--- config.mk ---
export PLATFORM = sky130hd
export DESIGN_NAME = ex_reg
export DESIGN_NICKNAME = d
export VERILOG_FILES = /design/src/rtl/ex_reg.sv
export SDC_FILE = /design/constraint.sdc
export NUM_CORES = 1
export LEC_CHECK = 0
export ABC_AREA = 0
export CAP_MARGIN = 10
export CORE_UTILIZATION = 40
export DETAILED_ROUTE_END_ITERATION = 12
export HOLD_SLACK_MARGIN = 0.06
export PLACE_DENSITY = 0.8
export SLEW_MARGIN = 10
export SYNTH_ARGS = -nofsm -noshare
export SYNTH_HDL_FRONTEND = slang
export SYNTH_SLANG_ARGS = --single-unit
--- constraint.sdc ---
create_clock -name clk -period 1.75 [get_ports clk]
set_clock_uncertainty 0.05 [all_clocks]
set_input_delay 0.175 -clock clk [delete_from_list [all_inputs] [get_ports clk]]
set_output_delay 0.175 -clock clk [all_outputs]
set_load 0.005 [all_outputs]
--- src/rtl/ex_reg.sv ---
// EX/MEM pipeline register: captures the ALU result and ID control bundle, and turns ALU overflow into an exception.
// Optional: define ALU_OF_TRAP_EN to make alu_of raise exception code 3 (OVERFLOW); otherwise alu_of is ignored.
module ex_reg (
  input  logic        clk,
  input  logic        reset_,
  input  logic        stall,
  input  logic        flush,
  input  logic [31:0] alu_out,
  input  logic        alu_of,
  input  logic [29:0] id_pc,
  input  logic        id_en,
  input  logic [1:0]  id_mem_op,
  input  logic [31:0] id_mem_wr_data,
  input  logic [4:0]  id_dst_addr,
  input  logic        id_gpr_we_,
  input  logic [2:0]  id_exp_code,
  output logic [29:0] ex_pc,
  output logic        ex_en,
  output logic [1:0]  ex_mem_op,
  output logic [31:0] ex_mem_wr_data,
  output logic [4:0]  ex_dst_addr,
  output logic        ex_gpr_we_,
  output logic [2:0]  ex_exp_code,
  output logic [31:0] ex_out,
  output logic        ex_load_hzd
);

  localparam logic [1:0] MEM_OP_NOP   = 2'd0;
  localparam logic [1:0] MEM_OP_LOAD  = 2'd1;
  localparam logic [2:0] EXP_NONE     = 3'd0;
  localparam logic [2:0] EXP_OVERFLOW = 3'd3;

  logic of_trap;

`ifdef ALU_OF_TRAP_EN
  assign of_trap = alu_of;
`else
  logic unused_alu_of;
  assign unused_alu_of = alu_of;
  assign of_trap       = 1'b0;
`endif

  always_ff @(posedge clk) begin
    if (!reset_) begin
      ex_pc          <= '0;
      ex_en          <= 1'b0;
      ex_mem_op      <= MEM_OP_NOP;
      ex_mem_wr_data <= '0;
      ex_dst_addr    <= '0;
      ex_gpr_we_     <= 1'b1;
      ex_exp_code    <= EXP_NONE;
      ex_out         <= '0;
    end else if (flush) begin
      // Only control is killed; data fields hold their last value.
      ex_en       <= 1'b0;
      ex_mem_op   <= MEM_OP_NOP;
      ex_gpr_we_  <= 1'b1;
      ex_exp_code <= EXP_NONE;
    end else if (!stall) begin
      ex_pc          <= id_pc;
      ex_mem_wr_data <= id_mem_wr_data;
      ex_dst_addr    <= id_dst_addr;
      ex_out         <= alu_out;
      if (!id_en) begin
        ex_en       <= 1'b0;
        ex_mem_op   <= MEM_OP_NOP;
        ex_gpr_we_  <= 1'b1;
        ex_exp_code <= EXP_NONE;
      end else begin
        ex_en <= 1'b1;
        // An upstream exception outranks overflow; either one suppresses all side effects.
        if (id_exp_code != EXP_NONE) begin
          ex_exp_code <= id_exp_code;
          ex_gpr_we_  <= 1'b1;
          ex_mem_op   <= MEM_OP_NOP;
        end else if (of_trap) begin
          ex_exp_code <= EXP_OVERFLOW;
          ex_gpr_we_  <= 1'b1;
          ex_mem_op   <= MEM_OP_NOP;
        end else begin
          ex_exp_code <= EXP_NONE;
          ex_gpr_we_  <= id_gpr_we_;
          ex_mem_op   <= id_mem_op;
        end
      end
    end
  end

  assign ex_load_hzd = ex_en & (ex_mem_op == MEM_OP_LOAD) & ~ex_gpr_we_;

endmodule

Word level (Yosys, flattened, before mapping)
Index checks and enable logic that the tools add are counted.
Operators by class
  bitwise gates (word level): 6
  mux-type cells: 7
  reduce and logical (&&, ||, !) cells: 3
  eq/ne operators: 1
Operator list (count)
  2-to-1 mux 3 bit: 2
  2-to-1 mux 2 bit: 2
  NOT 1 bit: 4
  2-to-1 mux 1 bit: 3
  nonzero test 3 bit: 1
  AND 1 bit: 2
  == test 2 x 1 -> 1 bit (second input constant): 1
  AND reduction 2 bit: 1
  OR reduction 2 bit: 1
Word-level totals
  register bits: 106
  word-level logic and storage cells: 25
  input port bits: 111
  output and inout port bits: 107

Longest topological paths before layout
  depth in word-level cells: 3
  depth in mapped cells: 5
  depth with buffers taken out: 2

Worst setup path before layout
OpenSTA, ideal clock, no wires.
  kind: input -> register
  start: in stall
  end: reg ex_gpr_we_
  stages: 3
  buffers on the path: 1
  setup slack: 454 ps
  required time: 1575 ps
  setup time: 125 ps
  data arrival time: 1121 ps
  cells stage by stage: buf_6 > or4b_4 > o41a_1
RTL lines
  from (decl): line 6  | input logic stall,
  to (signal assigned): line 82  | ex_gpr_we_ <= id_gpr_we_;
  to (decl): line 22  | output logic ex_gpr_we_,

Worst setup path after layout
  start: reg ex_gpr_we_
  end: out ex_gpr_we_
No word-level cell between the ends.

==> impl_metrics.py <==
metrics = {
    "status": {
        "outcome": "completed",
    },
    "sta": {
        "holdWs_ps": 132,
        "period_share_pct": 87.5,
        "rsz_0062_raised_after_global_routing": "false",
        "report.final.setup_viol": 0,
        "finalMaxSlewViolations": 0,
        "tightest_slew_ps": 339,
        "timing.setup.tns_ps": 0,
        "fin_hold_viols": 0,
        "fmax_mhz": 653,
        "slew_headroom_pct": 77.4,
        "min_period_ps": 1530,
    },
    "routing": {
        "via_count": 4203,
        "route.final.wire_length_mm": 12.7,
        "initial_drt_pass_iterations": 4,
        "post-route-drc-count": 0,
        "ant_nets": 0,
        "post_drt_wl_per_cell_um": 15.8,
        "drtIter0Drc": 265,
        "vias_per_cell": 5.22,
    },
    "global_routing": {
        "grt_antenna_before_repair": 0,
        "grt_max_degree": 112,
        "gr-total-overflow": 0,
        "grt_pass1_vias": 4036,
        "globalRouteTotalUtil_pct": 22.0,
        "grt_pass1_wl_mm": 19.8,
    },
    "yosys": {
        "synth.mux.area_fraction_pct": 0.230,
        "synth_compound_area_share_pct": 23.6,
        "synth_xor_xnor_area_share_pct": 0,
        "synth_top_area_share_pct": 48.7,
        "synth_top_flop_cell": "sky130_fd_sc_hd__dfxtp_1",
        "yosys_warnings": 0,
        "synth_top_family_by_area": "compound AO/OA/AOI/OAI gates",
        "synth_cell_type_count": 21,
        "synth-async-reset-ratio_pct": 0,
        "ys_seq_area_share_pct": 48.7,
        "fraction_of_the_mapped_netlist_area_in_simple_logic_gates_pct": 22.4,
        "synth_edf_count": 0,
        "synth-adder-area-share_pct": 0,
        "synth_area_leader_cell": "sky130_fd_sc_hd__dfxtp_1",
        "postSynthRegisterBits": 106,
        "synth_most_common_cell": "sky130_fd_sc_hd__dfxtp_1",
        "netlist_top_cells_area": "sky130_fd_sc_hd__dfxtp_1 49%, sky130_fd_sc_hd__or3b_2 18%, sky130_fd_sc_hd__a21oi_1 12%",
        "syn-instance-count": 482,
        "syn-num-nets": 593,
        "post_synth_most_frequent_cells": "106 x sky130_fd_sc_hd__dfxtp_1, 102 x sky130_fd_sc_hd__a21oi_1, 99 x sky130_fd_sc_hd__o21ai_0",
        "cell_area_after_technology_mapping_mm2": 0.00436,
        "synth_area_per_cell_um2": 9.04,
    },
    "cts": {
        "clock_latency_ps": 360,
        "number_of_buffers_added_to_fix_hold_violations_after_cts": 0,
        "cts_resized": 1,
        "tritoncts": "built",
        "cts-root-to-sink-buffers": 2,
        "clkSinkCount": 106,
        "h_tree_lvl_count": 3,
        "clkTransAtPathRegs_ps": 100,
        "tritoncts.num_buffers": 9,
        "cts.repair_timing.setup_buffer_count": 0,
        "clock-root-buffer": "sky130_fd_sc_hd__clkbuf_8",
    },
    "layout": {
        "final_layout_size_suffix_gt1_share_pct": 17.6,
        "nets": 776,
        "final_core_utilization_pct": 65.7,
        "num_antenna_cells": 0,
        "layout.filler_cells": 901,
        "flow.area_growth_from_synthesis_pct": 57.8,
    },
    "power_and_ir_drop": {
        "vdd_drop_max_mv": 0.388,
        "leakage_uw": 0.00234,
        "power_density_mw_per_mm2": 772,
    },
    "setup_path": {
        "setup.worst_path.start_class": "flip-flop",
        "critPathBufInv": 1,
        "worst_path_max_delay_cell": "sky130_fd_sc_hd__clkdlybuf4s50_1",
        "timing.setup.critical_path_class": "flip-flop to output port",
        "crit_path_end_kind": "output port",
        "cpPeakStageDelay_ps": 570,
        "timing.critical_path.max_delay_family": "buffers and inverters",
        "critPathMaxFanout": 3,
        "timing.critical_path.cells": "clkdlybuf4s50_1",
        "critPathArrivalTime_ps": 1310,
        "crit_required_ps": 1520,
    },
    "die": {
        "dieHeight_um": 106,
        "chipWidth_um": 106,
        "ios": 218,
        "floorplan.initialDensity_pct": 41.7,
        "floorplan_core_area_mm2": 0.0105,
        "num_rows": 37,
        "design.die.area_mm2": 0.0113,
    },
    "job": {
        "max_cap_violations": 0,
    },
    "placement": {
        "place_congestion": 0.722,
        "numPortBuffers": 216,
        "dpl.hpwl_mm": 8.90,
    },
    "worst_hold_path": {
        "holdCritPathClass": "input pin to flip-flop",
    },
}
[where the power goes]
group          switching (uW)  internal, uW
clock network             807          1080
logic                     313           545
registers                47.5          2520
[cells by family (layout without fill, tap and decap cells)]
| family | Yosys count | after routing |
|---|---|---|
| compound gates | 204 | 204 |
| buf+inv | 56 | 243 |
| flops | 106 | 106 |
| mux | 1 | 1 |
| simple gates | 115 | 115 |
[state kept, by name (all words and copies together) (netlist names)]
name	count
ex_mem_wr_data	32
ex_out	32
ex_pc	30
ex_dst_addr	5
ex_exp_code	3
ex_mem_op	2
ex_en	1
ex_gpr_we_	1
[layer usage]
metal / share of wire, % / global-route usage (%) / up-vias
li1: - / - / 2086
met1: 41 / 25.7 / 1937
met2: 49 / 37.6 / 158
met3: 7.8 / 6.44 / 22
met4: 2.2 / 8.83 / 0
met5: 0 / 0 / -
[per-stage QoR]
step / cell area (um2) / power (uW) / std cells / worst slack, ps
detailed placement: 6630 / 3480 / 790 / 117
finish: 6880 / 5310 / 805 / 219
global placement: 6630 / 3440 / 790 / 114
global route: 6880 / 5530 / 805 / 144
CTS: 6880 / 5360 / 805 / 196
floorplan: 4360 / 2940 / 482 / 454
[path summary, 6_finish.rpt]
path / startpoint / to / slack [ps] / cells after the start
worst max-delay path: ex_gpr_we_ / ex_gpr_we_ / 220 / 1
worst min register to register: ex_exp_code[0] / ex_exp_code[0] / 420 / 2
worst max register to register: ex_gpr_we_ / ex_gpr_we_ / 960 / 2
worst min-delay path: stall / ex_mem_op[1] / 130 / 3
[area by class of cell]
| class | instances | area, um2 | share of cell area (%) |
|---|---|---|---|
| multi-input cells | 320 | 2010 | 29.3 |
| clock inverters | 6 | 130 | 1.89 |
| repair buffers | 227 | 2310 | 33.6 |
| inverters | 1 | 3.75 | 0.0546 |
| clock buffers | 9 | 124 | 1.80 |
| flip-flops and latches | 106 | 2120 | 30.9 |
| well taps | 136 | 170 | 2.47 |
[layout by cell type (no fill, tap or decap), types with 2 or more instances in the layout]
cell type / n
sky130_fd_sc_hd__clkdlybuf4s50_1: 213
sky130_fd_sc_hd__nand3b_1: 3
sky130_fd_sc_hd__bufinv_16: 4
sky130_fd_sc_hd__or4bb_1: 2
sky130_fd_sc_hd__a21oi_1: 102
sky130_fd_sc_hd__nand2_1: 6
sky130_fd_sc_hd__clkinv_2: 2
sky130_fd_sc_hd__clkbuf_8: 9
sky130_fd_sc_hd__or3b_1: 11
sky130_fd_sc_hd__or3b_2: 88
sky130_fd_sc_hd__o22ai_1: 2
sky130_fd_sc_hd__dfxtp_1: 106
sky130_fd_sc_hd__o21ai_0: 99
sky130_fd_sc_hd__buf_4: 7
sky130_fd_sc_hd__buf_12: 6
(Power assumes the default switching activity.)
